===== src/rtl/branch_resolve_queue_if.sv =====
// Bundle of the fetch-side enqueue, execute-side resolve and predictor-training
// signals of the branch resolve queue, plus queue-occupancy debug visibility.
interface branch_resolve_queue_if #(
  parameter int DEPTH = 8,
  parameter int PTR_W = 3
);
  // Enqueue handshake: a slot's entry is accepted at the edge where
  // enq_valid_x=1 and enq_ready=1 (and no flush/mispredict is in progress);
  // enq_ready never depends on enq_valid_x. Resolve slots have no back-pressure.
  logic             enq_valid_1, enq_valid_2;
  logic [7:0]       enq_pc_1, enq_pc_2;
  logic             enq_pred_1, enq_pred_2;
  logic             enq_ready;

  logic             res_valid_1, res_valid_2;
  logic [7:0]       res_pc_1, res_pc_2;
  logic             res_taken_1, res_taken_2;
  logic [7:0]       res_target_1, res_target_2;

  logic             flush;
  logic [7:0]       redirect_pc;
  logic             upd_branch_1, upd_branch_2;
  logic [7:0]       upd_pc_1, upd_pc_2;
  logic             upd_taken_1, upd_taken_2;
  logic [15:0]      branch_count;
  logic [15:0]      mispredict_count;
  logic             err_overflow, err_underflow, err_pc_mismatch;

  logic [PTR_W:0]   dbg_count;
  logic [PTR_W-1:0] dbg_head, dbg_tail;

  modport master (
    output enq_valid_1, enq_valid_2, enq_pc_1, enq_pc_2, enq_pred_1, enq_pred_2,
    output res_valid_1, res_valid_2, res_pc_1, res_pc_2, res_taken_1, res_taken_2,
    output res_target_1, res_target_2,
    input  enq_ready, flush, redirect_pc,
    input  upd_branch_1, upd_branch_2, upd_pc_1, upd_pc_2, upd_taken_1, upd_taken_2,
    input  branch_count, mispredict_count,
    input  err_overflow, err_underflow, err_pc_mismatch,
    input  dbg_count, dbg_head, dbg_tail
  );

  modport slave (
    input  enq_valid_1, enq_valid_2, enq_pc_1, enq_pc_2, enq_pred_1, enq_pred_2,
    input  res_valid_1, res_valid_2, res_pc_1, res_pc_2, res_taken_1, res_taken_2,
    input  res_target_1, res_target_2,
    output enq_ready, flush, redirect_pc,
    output upd_branch_1, upd_branch_2, upd_pc_1, upd_pc_2, upd_taken_1, upd_taken_2,
    output branch_count, mispredict_count,
    output err_overflow, err_underflow, err_pc_mismatch,
    output dbg_count, dbg_head, dbg_tail
  );
endinterface


===== src/rtl/branch_resolve_queue.sv =====
// In-order queue of in-flight branch predictions for the dual-issue pipeline:
// checks predictions at execute, raises the redirect/flush pulse and trains gshare.
module branch_resolve_queue #(
  parameter int DEPTH = 8,
  parameter int PTR_W = 3
) (
  input logic                   clk,
  input logic                   reset,
  branch_resolve_queue_if.slave bus
);

  localparam logic [PTR_W:0] DEPTH_V = (PTR_W+1)'(DEPTH);

  logic [7:0]       q_pc   [DEPTH];
  logic             q_pred [DEPTH];

  logic [PTR_W-1:0] head, tail;
  logic [PTR_W:0]   count;

  logic             flush_q;
  logic [7:0]       redirect_q;
  logic             upd_b1_q, upd_b2_q, upd_t1_q, upd_t2_q;
  logic [7:0]       upd_pc1_q, upd_pc2_q;
  logic [15:0]      branch_count_q, mispredict_count_q;
  logic             err_ovf_q, err_unf_q, err_pcm_q;

  logic [PTR_W:0]   free_slots;
  logic             enq_ready;
  logic             live;
  logic [PTR_W-1:0] head_1, idx_2, tail_2;
  logic             s1_in, s1_act, s1_mis;
  logic             s2_in, s2_act, s2_mis;
  logic             mispredict;
  logic             underflow_evt, overflow_evt, pcm_evt;
  logic [7:0]       redirect_next;
  logic             enq_ok, we_1, we_2;
  logic [PTR_W:0]   n_deq, n_enq;
  logic [16:0]      bc_sum, mc_sum;

  // Readiness only looks at the registered count, never at same-cycle dequeues.
  assign free_slots = DEPTH_V - count;
  assign enq_ready  = free_slots >= (PTR_W+1)'(2);

  // Resolves arriving in the flush cycle belong to the wrong path.
  assign live   = !flush_q;
  assign head_1 = head + PTR_W'(1);

  assign s1_in  = bus.res_valid_1 && (count != '0);
  assign s1_act = live && s1_in;
  assign s1_mis = s1_act && (q_pred[head] != bus.res_taken_1);

  // Slot 2 takes head+1 behind a valid slot 1, otherwise the head itself.
  assign idx_2  = bus.res_valid_1 ? head_1 : head;
  assign s2_in  = bus.res_valid_1 ? (count >= (PTR_W+1)'(2)) : (count != '0);
  assign s2_act = live && bus.res_valid_2 && !s1_mis && s2_in;
  assign s2_mis = s2_act && (q_pred[idx_2] != bus.res_taken_2);

  assign mispredict = s1_mis || s2_mis;

  assign underflow_evt = live && ((bus.res_valid_1 && !s1_in) ||
                                  (bus.res_valid_2 && !s1_mis && !s2_in));
  assign pcm_evt       = (s1_act && (q_pc[head]  != bus.res_pc_1)) ||
                         (s2_act && (q_pc[idx_2] != bus.res_pc_2));
  assign overflow_evt  = (bus.enq_valid_1 || bus.enq_valid_2) && !enq_ready;

  always_comb begin
    redirect_next = 8'h00;
    if (s1_mis) begin
      redirect_next = bus.res_taken_1 ? bus.res_target_1 : bus.res_pc_1 + 8'd1;
    end else begin
      redirect_next = bus.res_taken_2 ? bus.res_target_2 : bus.res_pc_2 + 8'd1;
    end
  end

  assign n_deq = (PTR_W+1)'(s1_act) + (PTR_W+1)'(s2_act);

  // Any mispredict, or an outstanding flush, discards this cycle's fetch slots.
  assign enq_ok = enq_ready && live && !mispredict;
  assign we_1   = reset && enq_ok && bus.enq_valid_1;
  assign we_2   = reset && enq_ok && bus.enq_valid_2;
  assign n_enq  = (PTR_W+1)'(we_1) + (PTR_W+1)'(we_2);
  assign tail_2 = bus.enq_valid_1 ? tail + PTR_W'(1) : tail;

  assign bc_sum = {1'b0, branch_count_q} + 17'(n_deq);
  assign mc_sum = {1'b0, mispredict_count_q} + 17'(mispredict);

  always_ff @(posedge clk) begin
    if (we_1) begin
      q_pc[tail]   <= bus.enq_pc_1;
      q_pred[tail] <= bus.enq_pred_1;
    end
    if (we_2) begin
      q_pc[tail_2]   <= bus.enq_pc_2;
      q_pred[tail_2] <= bus.enq_pred_2;
    end
  end

  always_ff @(posedge clk) begin
    if (!reset) begin
      head  <= '0;
      tail  <= '0;
      count <= '0;
    end else if (mispredict) begin
      head  <= tail;
      count <= '0;
    end else begin
      head  <= head + n_deq[PTR_W-1:0];
      tail  <= tail + n_enq[PTR_W-1:0];
      count <= count + n_enq - n_deq;
    end
  end

  always_ff @(posedge clk) begin
    if (!reset) begin
      flush_q    <= 1'b0;
      redirect_q <= 8'h00;
      upd_b1_q   <= 1'b0;
      upd_b2_q   <= 1'b0;
      upd_t1_q   <= 1'b0;
      upd_t2_q   <= 1'b0;
      upd_pc1_q  <= 8'h00;
      upd_pc2_q  <= 8'h00;
    end else begin
      flush_q    <= mispredict;
      redirect_q <= mispredict ? redirect_next : redirect_q;
      upd_b1_q   <= s1_act;
      upd_b2_q   <= s2_act;
      upd_t1_q   <= s1_act && bus.res_taken_1;
      upd_t2_q   <= s2_act && bus.res_taken_2;
      upd_pc1_q  <= s1_act ? bus.res_pc_1 : 8'h00;
      upd_pc2_q  <= s2_act ? bus.res_pc_2 : 8'h00;
    end
  end

  always_ff @(posedge clk) begin
    if (!reset) begin
      branch_count_q     <= 16'h0000;
      mispredict_count_q <= 16'h0000;
      err_ovf_q          <= 1'b0;
      err_unf_q          <= 1'b0;
      err_pcm_q          <= 1'b0;
    end else begin
      branch_count_q     <= bc_sum[16] ? 16'hFFFF : bc_sum[15:0];
      mispredict_count_q <= mc_sum[16] ? 16'hFFFF : mc_sum[15:0];
      err_ovf_q          <= err_ovf_q || overflow_evt;
      err_unf_q          <= err_unf_q || underflow_evt;
      err_pcm_q          <= err_pcm_q || pcm_evt;
    end
  end

  assign bus.enq_ready        = enq_ready;
  assign bus.flush            = flush_q;
  assign bus.redirect_pc      = redirect_q;
  assign bus.upd_branch_1     = upd_b1_q;
  assign bus.upd_branch_2     = upd_b2_q;
  assign bus.upd_pc_1         = upd_pc1_q;
  assign bus.upd_pc_2         = upd_pc2_q;
  assign bus.upd_taken_1      = upd_t1_q;
  assign bus.upd_taken_2      = upd_t2_q;
  assign bus.branch_count     = branch_count_q;
  assign bus.mispredict_count = mispredict_count_q;
  assign bus.err_overflow     = err_ovf_q;
  assign bus.err_underflow    = err_unf_q;
  assign bus.err_pc_mismatch  = err_pcm_q;
  assign bus.dbg_count        = count;
  assign bus.dbg_head         = head;
  assign bus.dbg_tail         = tail;

endmodule


===== src/flat_wrapper.sv =====
// flat-port wrapper written by rule: the top's interface ports become plain ports
module branch_resolve_queue_flat 
#(
  parameter int DEPTH = 8,
  parameter int PTR_W = 3
)
  (clk, reset, bus_enq_valid_1, bus_enq_valid_2, bus_enq_pc_1, bus_enq_pc_2, bus_enq_pred_1, bus_enq_pred_2, bus_res_valid_1, bus_res_valid_2, bus_res_pc_1, bus_res_pc_2, bus_res_taken_1, bus_res_taken_2, bus_res_target_1, bus_res_target_2, bus_enq_ready, bus_flush, bus_redirect_pc, bus_upd_branch_1, bus_upd_branch_2, bus_upd_pc_1, bus_upd_pc_2, bus_upd_taken_1, bus_upd_taken_2, bus_branch_count, bus_mispredict_count, bus_err_overflow, bus_err_underflow, bus_err_pc_mismatch, bus_dbg_count, bus_dbg_head, bus_dbg_tail);
  branch_resolve_queue_if #(.DEPTH(DEPTH), .PTR_W(PTR_W)) bus_i ();
  input logic clk;
  input logic reset;
  input wire logic [$bits(bus_i.enq_valid_1)-1:0] bus_enq_valid_1;
  input wire logic [$bits(bus_i.enq_valid_2)-1:0] bus_enq_valid_2;
  input wire logic [$bits(bus_i.enq_pc_1)-1:0] bus_enq_pc_1;
  input wire logic [$bits(bus_i.enq_pc_2)-1:0] bus_enq_pc_2;
  input wire logic [$bits(bus_i.enq_pred_1)-1:0] bus_enq_pred_1;
  input wire logic [$bits(bus_i.enq_pred_2)-1:0] bus_enq_pred_2;
  input wire logic [$bits(bus_i.res_valid_1)-1:0] bus_res_valid_1;
  input wire logic [$bits(bus_i.res_valid_2)-1:0] bus_res_valid_2;
  input wire logic [$bits(bus_i.res_pc_1)-1:0] bus_res_pc_1;
  input wire logic [$bits(bus_i.res_pc_2)-1:0] bus_res_pc_2;
  input wire logic [$bits(bus_i.res_taken_1)-1:0] bus_res_taken_1;
  input wire logic [$bits(bus_i.res_taken_2)-1:0] bus_res_taken_2;
  input wire logic [$bits(bus_i.res_target_1)-1:0] bus_res_target_1;
  input wire logic [$bits(bus_i.res_target_2)-1:0] bus_res_target_2;
  output wire logic [$bits(bus_i.enq_ready)-1:0] bus_enq_ready;
  output wire logic [$bits(bus_i.flush)-1:0] bus_flush;
  output wire logic [$bits(bus_i.redirect_pc)-1:0] bus_redirect_pc;
  output wire logic [$bits(bus_i.upd_branch_1)-1:0] bus_upd_branch_1;
  output wire logic [$bits(bus_i.upd_branch_2)-1:0] bus_upd_branch_2;
  output wire logic [$bits(bus_i.upd_pc_1)-1:0] bus_upd_pc_1;
  output wire logic [$bits(bus_i.upd_pc_2)-1:0] bus_upd_pc_2;
  output wire logic [$bits(bus_i.upd_taken_1)-1:0] bus_upd_taken_1;
  output wire logic [$bits(bus_i.upd_taken_2)-1:0] bus_upd_taken_2;
  output wire logic [$bits(bus_i.branch_count)-1:0] bus_branch_count;
  output wire logic [$bits(bus_i.mispredict_count)-1:0] bus_mispredict_count;
  output wire logic [$bits(bus_i.err_overflow)-1:0] bus_err_overflow;
  output wire logic [$bits(bus_i.err_underflow)-1:0] bus_err_underflow;
  output wire logic [$bits(bus_i.err_pc_mismatch)-1:0] bus_err_pc_mismatch;
  output wire logic [$bits(bus_i.dbg_count)-1:0] bus_dbg_count;
  output wire logic [$bits(bus_i.dbg_head)-1:0] bus_dbg_head;
  output wire logic [$bits(bus_i.dbg_tail)-1:0] bus_dbg_tail;
  assign bus_i.enq_valid_1 = bus_enq_valid_1;
  assign bus_i.enq_valid_2 = bus_enq_valid_2;
  assign bus_i.enq_pc_1 = bus_enq_pc_1;
  assign bus_i.enq_pc_2 = bus_enq_pc_2;
  assign bus_i.enq_pred_1 = bus_enq_pred_1;
  assign bus_i.enq_pred_2 = bus_enq_pred_2;
  assign bus_i.res_valid_1 = bus_res_valid_1;
  assign bus_i.res_valid_2 = bus_res_valid_2;
  assign bus_i.res_pc_1 = bus_res_pc_1;
  assign bus_i.res_pc_2 = bus_res_pc_2;
  assign bus_i.res_taken_1 = bus_res_taken_1;
  assign bus_i.res_taken_2 = bus_res_taken_2;
  assign bus_i.res_target_1 = bus_res_target_1;
  assign bus_i.res_target_2 = bus_res_target_2;
  assign bus_enq_ready = bus_i.enq_ready;
  assign bus_flush = bus_i.flush;
  assign bus_redirect_pc = bus_i.redirect_pc;
  assign bus_upd_branch_1 = bus_i.upd_branch_1;
  assign bus_upd_branch_2 = bus_i.upd_branch_2;
  assign bus_upd_pc_1 = bus_i.upd_pc_1;
  assign bus_upd_pc_2 = bus_i.upd_pc_2;
  assign bus_upd_taken_1 = bus_i.upd_taken_1;
  assign bus_upd_taken_2 = bus_i.upd_taken_2;
  assign bus_branch_count = bus_i.branch_count;
  assign bus_mispredict_count = bus_i.mispredict_count;
  assign bus_err_overflow = bus_i.err_overflow;
  assign bus_err_underflow = bus_i.err_underflow;
  assign bus_err_pc_mismatch = bus_i.err_pc_mismatch;
  assign bus_dbg_count = bus_i.dbg_count;
  assign bus_dbg_head = bus_i.dbg_head;
  assign bus_dbg_tail = bus_i.dbg_tail;
  branch_resolve_queue #(.DEPTH(DEPTH), .PTR_W(PTR_W)) u_core (.clk(clk), .reset(reset), .bus(bus_i));
endmodule

===== config.mk =====
export PLATFORM = sky130hd
export DESIGN_NAME = branch_resolve_queue_flat
export DESIGN_NICKNAME = d
export VERILOG_FILES = /design/src/rtl/branch_resolve_queue_if.sv /design/src/rtl/branch_resolve_queue.sv /design/src/flat_wrapper.sv
export SDC_FILE = /design/constraint.sdc
export NUM_CORES = 1
export LEC_CHECK = 0
export ABC_AREA = 1
export BUFFER_PORTS_ARGS = -buffer_cell sky130_fd_sc_hd__buf_2
export CORE_UTILIZATION = 52
export DETAILED_ROUTE_END_ITERATION = 7
export GPL_TIMING_DRIVEN = 0
export PLACE_DENSITY = 0.81
export SLEW_MARGIN = 20
export SYNTH_ARGS = -nofsm -noshare
export SYNTH_HDL_FRONTEND = slang
export SYNTH_SLANG_ARGS = --single-unit

===== constraint.sdc =====
create_clock -name clk -period 3.6 [get_ports clk]
set_input_delay 0.54 -clock clk [delete_from_list [all_inputs] [get_ports clk]]
set_output_delay 0.54 -clock clk [all_outputs]
set_load 0.005 [all_outputs]

### Yosys cells after proc, flatten, opt, wreduce, memory -nomap -nowiden

Memories as Yosys holds them, arrays and structs flattened. A register that Yosys moved wholly into a read port is not among the register bits.
Cells that the tools add are included.

| storage, ports and cells | value |
|---|---|
| RAM bits | 72 |
| memories | 2 |
| input port bits | 58 |
| register bits | 74 |
| output and inout bits | 75 |
| logic and storage cells | 91 |

Memory list:

| name | depth | bits a word | read ports | clocked after Yosys merged registers in | wr ports | RTL line | text |
|---|---|---|---|---|---|---|---|
| u_core.q_pc | 8 | 8 | 2 | 1 | 2 | branch_resolve_queue.sv:14 | `logic [7:0] q_pc [DEPTH];` |
| u_core.q_pred | 8 | 1 | 2 | 1 | 2 | branch_resolve_queue.sv:15 | `logic q_pred [DEPTH];` |

| cells by class | value |
|---|---|
| equality and inequality tests | 4 |
| mux-type cells | 15 |
| $lt $le $gt $ge | 2 |
| bitwise logic cells | 1 |
| add/sub/neg operators | 13 |
| reduce and logical (&&, ||, !) cells | 38 |

Operators by type and width:

| cell | count |
|---|---|
| 2-to-1 mux 16 bit | 2 |
| 2-to-1 mux 8 bit | 3 |
| logical AND 1 bit | 21 |
| adder 16 x 1 -> 17 bit | 1 |
| adder 16 x 4 -> 17 bit | 1 |
| adder 8 x 1 -> 8 bit, second input constant | 2 |
| != test 8 bit | 2 |
| 2-to-1 mux 3 bit | 5 |
| >= comparator 4 x 2 -> 1 bit, second input constant | 2 |
| logical OR 1 bit | 7 |
| adder 3 x 1 -> 3 bit, second input constant | 2 |
| adder 3 bit | 2 |
| zero test 1 bit | 6 |
| 2-to-1 mux 1 bit | 5 |
| adder 1 x 1 -> 2 bit | 2 |
| adder 4 bit | 1 |
| AND reduction 2 bit | 2 |
| nonzero test 4 bit | 1 |
| subtractor 4 bit | 1 |
| subtractor 4 bit, first input constant | 1 |
| != test 1 bit | 2 |
| OR reduction 2 bit | 1 |
| inverter 1 bit | 1 |

### Longest topological paths before layout

| depth | value |
|---|---|
| depth after elaboration | 16 |
| gate-level depth with buffers | 25 |
| mapped depth without buffers | 24 |

### Least setup slack after synthesis

No wires, ideal clock.

| path | value |
|---|---|
| path kind | input-to-reg |
| start | input port bus_res_valid_1 |
| end | register u_core.branch_count_q[14], in the netlist u_core.bus.branch_count[14] |
| path buffers | 1 |
| setup time | 0.119 ns |
| arrival | 3.443 ns |
| data required time | 3.481 ns |
| cell stages on the path | 20 |
| path slack | 0.038 ns |
| path through | buf_4 > inv_2 > nor3_2 > nand3_2 > nand2_1 > nor2_1 > ha_1 > ha_1 > inv_1 > fa_1 > inv_1 > nand3_1 > nor3_1 > nand3_1 > nor2_1 > nand3_1 > nor2_1 > a21boi_0 > o31ai_1 > inv_1 |

| on the way | value |
|---|---|
| cells in the longest elaborated chain, start to end | 9 |
| elaborated cells between the ends (all ways) | 10 |
| classes of those cells | 2 x add/sub; 2 x mux; 6 x reduce/logical |

Ends and longest elaborated chain:

| what | RTL line | text |
|---|---|---|
| start: declaration | flat_wrapper.sv:17 | `input wire logic [$bits(bus_i.res_valid_1)-1:0] bus_res_valid_1;` |
| logical AND 1 bit | branch_resolve_queue.sv:48 | `assign s1_in = bus.res_valid_1 && (count != '0);` |
| logical AND 1 bit | branch_resolve_queue.sv:49 | `assign s1_act = live && s1_in;` |
| net u_core.s1_act | branch_resolve_queue.sv:31 | `logic s1_in, s1_act, s1_mis;` |
| logical AND 1 bit | branch_resolve_queue.sv:50 | `assign s1_mis = s1_act && (q_pred[head] != bus.res_taken_1);` |
| zero test 1 bit | branch_resolve_queue.sv:55 | `assign s2_act = live && bus.res_valid_2 && !s1_mis && s2_in;` |
| logical AND 1 bit (2 in a row) | branch_resolve_queue.sv:55 |  |
| net u_core.s2_act | branch_resolve_queue.sv:32 | `logic s2_in, s2_act, s2_mis;` |
| adder 1 x 1 -> 2 bit | branch_resolve_queue.sv:75 | `assign n_deq = (PTR_W+1)'(s1_act) + (PTR_W+1)'(s2_act);` |
| adder 16 x 4 -> 17 bit | branch_resolve_queue.sv:84 | `assign bc_sum = {1'b0, branch_count_q} + 17'(n_deq);` |
| 2-to-1 mux 16 bit | branch_resolve_queue.sv:143 | `branch_count_q <= bc_sum[16] ? 16'hFFFF : bc_sum[15:0];` |
| end signal: assignment | branch_resolve_queue.sv:143 |  |
| end: declaration | branch_resolve_queue.sv:24 | `logic [15:0] branch_count_q, mispredict_count_q;` |

The timed path passes the listed nets, and every way through them passes these cells.
A chain may end at the register's enable or synchronous reset.

### Worst setup path in the final report

| path | value |
|---|---|
| start | register u_core.head[0], in the netlist u_core.bus.dbg_head[0] |
| end | register u_core.count[3], in the netlist u_core.bus.dbg_count[3] |

| on the way | value |
|---|---|
| cells in the longest elaborated chain, start to end | 13 |
| elaborated cells between the ends (all ways) | 15 |
| classes of those cells | 4 x add/sub; 1 x eq/ne; 1 x mux; 8 x reduce/logical; 1 x memory |

Ends and longest elaborated chain:

| what | RTL line | text |
|---|---|---|
| start: declaration | branch_resolve_queue.sv:17 | `logic [PTR_W-1:0] head, tail;` |
| start signal: assignment | branch_resolve_queue.sv:104 | `head <= tail;` |
| start signal: assignment | branch_resolve_queue.sv:107 | `head <= head + n_deq[PTR_W-1:0];` |
| adder 3 x 1 -> 3 bit | branch_resolve_queue.sv:46 | `assign head_1 = head + PTR_W'(1);` |
| 2-to-1 mux 3 bit (*) | branch_resolve_queue.sv:53 | `assign idx_2 = bus.res_valid_1 ? head_1 : head;` |
| memory read (8 x 1 bit) (*) | -- |  |
| != test 1 bit (*) | branch_resolve_queue.sv:56 | `assign s2_mis = s2_act && (q_pred[idx_2] != bus.res_taken_2);` |
| logical AND 1 bit (*) | branch_resolve_queue.sv:56 |  |
| logical OR 1 bit (*) | branch_resolve_queue.sv:58 | `assign mispredict = s1_mis \|\| s2_mis;` |
| zero test 1 bit | branch_resolve_queue.sv:78 | `assign enq_ok = enq_ready && live && !mispredict;` |
| logical AND 1 bit | branch_resolve_queue.sv:78 |  |
| logical AND 1 bit | branch_resolve_queue.sv:79, branch_resolve_queue.sv:80 |  |
| logical AND 1 bit (on tied branches) | branch_resolve_queue.sv:79, branch_resolve_queue.sv:80 |  |
| adder 1 x 1 -> 2 bit | branch_resolve_queue.sv:81 | `assign n_enq = (PTR_W+1)'(we_1) + (PTR_W+1)'(we_2);` |
| adder 4 bit | branch_resolve_queue.sv:109 | `count <= count + n_enq - n_deq;` |
| subtractor 4 bit | branch_resolve_queue.sv:109 |  |
| end signal: assignment | branch_resolve_queue.sv:109 |  |
| end: declaration | branch_resolve_queue.sv:18 | `logic [PTR_W:0] count;` |

Every way passes the cells marked *; elsewhere a longest branch is shown, timed or not.

==> flow_summary.ini <==
[power_and_ir_drop]
pwr-share-seq_pct = 30.5
p_sw_share_pct = 40.9
ir_worst_vdd_v = 0.000468
power.share.combinational_pct = 44.4
power.leakage_nw = 5.09
p_clk_share_pct = 25.1
internal_power_mw = 4.14
power_switching_mw = 2.87
p_per_area_nw_per_um2 = 646

[floorplan]
fp.dieArea_sq_um = 17600
ioPinCount = 133
die_h_um = 133
num_rows = 47
start_util_pct = 53.4
die_w_um = 133
core-area_sq_um = 16600

[setup_path]
cpPeakStageDelay_ns = 0.40
end_kind = flop
critPathBufInv = 2
r2r_setup_slack_ns = 0.05
critPathTopFamily = simple AND/OR/NAND/NOR gates
worst-setup-path-type = flop to flop
regToRegStartpoint = u_core.bus.dbg_head[0]
cp_max_fo = 8
slowest_stage = dfxtp_4
timing.rr.end = u_core.bus.dbg_count[3]
worstPathCellList = ha_4 -> nand2_2 -> o21ai_4 -> clkinv_4 -> nand3_2 -> nand3_2 -> nand2_1 -> nand2_1 -> nand2_2 -> inv_2 -> nand2_2 -> nand4_4 -> nor2_4 -> ha_4 -> xnor2_1 -> ha_1 -> o21bai_1 -> ha_1 -> a21oi_2 -> nand2_1 -> or2_2 -> a21oi_2
cp.required_ns = 3.97
cp.arrival_ns = 3.92
start_kind = flop
reg2regPathDepth = 22

[finish]
antenna_cells = 0
areaGrowthSynthToFinish_pct = 22.2
drive_above_1_share_pct = 19.5
final_cell_count_no_fill = 1581
post-route-util_pct = 65.2
nets = 1431

[logic_synthesis]
syn_nets = 1266
synth_area_leader_cell = edfxtp_1
seq_area_frac_synth_pct = 41.0
ys_ff_latch = 146
synth_cell_types = 42
synth-edff-count = 72
synth_ff_type = dfxtp_1
syn_inst = 1183
yosysTopAreaCellShare_pct = 24.3
async_flop_share_pct = 0
syn-cell-area_sq_um = 8880
avgSynthCellArea_sq_um = 7.51
yosysWarnings = 0
synth.area.top_cells = edfxtp_1 24%, dfxtp_1 17%, nand2_1 15%, nand3_1 9.1%, inv_1 4.7%

[place]
dp_hpwl_um = 20100
io_buffers = 111
gp_congestion = 0.948
place_inst = 1514
pre_cts_ws_ns = -0.643

[clock_tree]
cts_sinks = 146
cts_tree = built
clk_latency_ns = 0.44
root_buffer = clkbuf_16
numCtsBuffers = 17
htree_levels = 4
hold_buffers = 0
cts_buffer_depth = 2
cts.clk_slew.worst_paths_ns = 0.06

[global_routing]
grt_max_degree = 17
first_global_vias = 8272
grt_pass1_wl_um = 43000
overflow = 0
globalRouteTotalUtil_pct = 31.4
grt_antenna_before_repair = 0

[timing]
timing.final.ws_setup_ns = 0.0499
clock_skew_ns = 0.0114
fin_crit_ns = 3.55
setup_violations = 0
worst_pin_slew_ns = 0.938
max_freq_ghz = 0.282
hold_violations = 0
slew_violations = 0
relSlewSlack_pct = 37.2
period_share_pct = 98.6

[run_status]
run_status = complete, no violations

[route]
via_per_inst = 5.75
drtIter0Drc = 736
routed_wl_um = 27700
drtPass1Iterations = 5
ant_nets = 0
wire_per_inst_um = 17.5
drc = 0
via_count = 9091

[min_path]
hold_path_class = input port to flop
min_to = u_core.bus.upd_pc_1[0]
min_from = bus_res_pc_1[0]
whs_path_depth = 3

[flow_run]
cap_violations = 0
-- area by class of cell --
type / count / area (sq um)
Fill cell: 1358 / 5790
Multi-Input combinational cell: 860 / 4740
Sequential cell: 146 / 3660
Timing Repair Buffer: 147 / 837
Inverter: 120 / 468
Clock buffer: 18 / 450
Buffer: 56 / 294
Tap cell: 220 / 275
Clock inverter: 14 / 125
-- cells in the mapped netlist, types with 8 or more instances --
cell type and instances:
xnor2_1 8, clkbuf_1 23, edfxtp_1 72, inv_1 111, nor3_1 11, nor2_1 91
buf_1 18, xor2_1 41, nand4_4 9, nand2_1 346, o21ai_0 68, nand3_1 162
a21oi_1 32, ha_1 22, o211ai_1 27, dfxtp_1 74
-- layout by cell type, fill, tap and decap left out, drive strengths merged, types with 2 or more instances in the layout --
cell,instances
inv,126
nor3,12
nand3,163
dfxtp,74
buf,180
edfxtp,72
ha,22
mux2i,5
xnor2,8
clkbuf,41
o21bai,2
clkinvlp,2
nor2,93
o22ai,3
fa,3
xor2,42
nand2,348
clkinv,5
nand4,14
or2,3
o31ai,3
a21oi,32
nor4,3
o21ai,73
o211ai,27
-- worst max-delay path by stage --
stage | cells after the start | from | slack, ns | to
after floorplan | 20 | bus_res_valid_1 | 0.04 | u_core.bus.branch_count[14]
after global placement | 21 | bus_res_valid_1 | -0.60 | u_core.bus.dbg_count[3]
after detailed placement | 21 | bus_res_valid_1 | -0.64 | u_core.bus.dbg_count[3]
after CTS | 23 | u_core.bus.dbg_head[0] | 0.03 | u_core.bus.dbg_count[3]
after global routing | 20 | u_core.bus.dbg_head[0] | -0.15 | u_core.bus.mispredict_count[12]
final | 22 | u_core.bus.dbg_head[0] | 0.05 | u_core.bus.dbg_count[3]
-- worst register-to-register path: cells and delay by family (launching register included) --
family	cells	cell delay, ns
flops	1	0.40
simple gates	11	1.39
buf+inv	2	0.14
xor+xnor	1	0.07
fa+ha+maj	4	0.93
compound gates	4	0.54
-- cell families (layout without fill, tap and decap cells) --
family / after synthesis / after routing / synth area share (%)
compound gates: 144 / 144 / 9.34
fa+ha+maj: 25 / 25 / 3.77
mux: 5 / 5 / 0.563
flops: 146 / 146 / 41.0
buf+inv: 177 / 355 / 8.31
xor+xnor: 50 / 50 / 5.14
simple gates: 636 / 636 / 31.9
-- per-layer routing --
| metal | GRT usage [%] | vias up | share of wire [%] |
|---|---|---|---|
| met5 | 0 | - | 0 |
| li1 | - | 4238 | - |
| met4 | 11.5 | 0 | 2.2 |
| met3 | 5.06 | 55 | 11 |
| met2 | 50.8 | 579 | 46 |
| met1 | 42.4 | 4219 | 40 |
-- sequential cells by signal (all words and copies together) (netlist names) --
| name | count |
|---|---|
| u_core.bus.branch_count | 16 |
| u_core.bus.dbg_count | 4 |
| u_core.bus.dbg_head | 3 |
| u_core.bus.dbg_tail | 3 |
| u_core.bus.err_overflow | 1 |
| u_core.bus.err_pc_mismatch | 1 |
| u_core.bus.err_underflow | 1 |
| u_core.bus.flush | 1 |
| u_core.bus.mispredict_count | 16 |
| u_core.bus.redirect_pc | 8 |
| u_core.bus.upd_branch_1 | 1 |
| u_core.bus.upd_branch_2 | 1 |
| u_core.bus.upd_pc_1 | 8 |
| u_core.bus.upd_pc_2 | 8 |
| u_core.bus.upd_taken_1 | 1 |
| u_core.bus.upd_taken_2 | 1 |
| u_core.q_pc | 64 |
| u_core.q_pred | 8 |
-- power by group through the flow --
stage	sequential [mW]	combinational [mW]	clock, mW
after floorplan	2.11	1.85	0
after global placement	2.14	2.59	0
after detailed placement	2.15	2.64	0
after CTS	2.12	2.84	1.75
after global routing	2.15	3.41	1.82
final	2.14	3.11	1.76
-- repair_timing --
| item | 4_1_cts | 5_1_grt |
|---|---|---|
| setup endpoints to repair | 37 | 31 |
| pin swaps | 11 | 17 |
| resized for setup | 32 | 48 |
| setup buffers | 15 | 21 |
-- per-stage QoR --
step           power, mW  setup TNS, ns  instance area (sq um)  hold WS [ns]
2_1_floorplan       3.97              0                   8880         0.448
3_3_place_gp        4.73         -10.33                   9710         0.435
3_5_place_dp        4.78         -11.96                   9710         0.442
4_1_cts             6.70              0                  10500         0.376
5_1_grt             7.39         -0.944                  10900         0.391
6_report            7.01              0                  10900         0.385
Power figures use the tool's default switching activity.
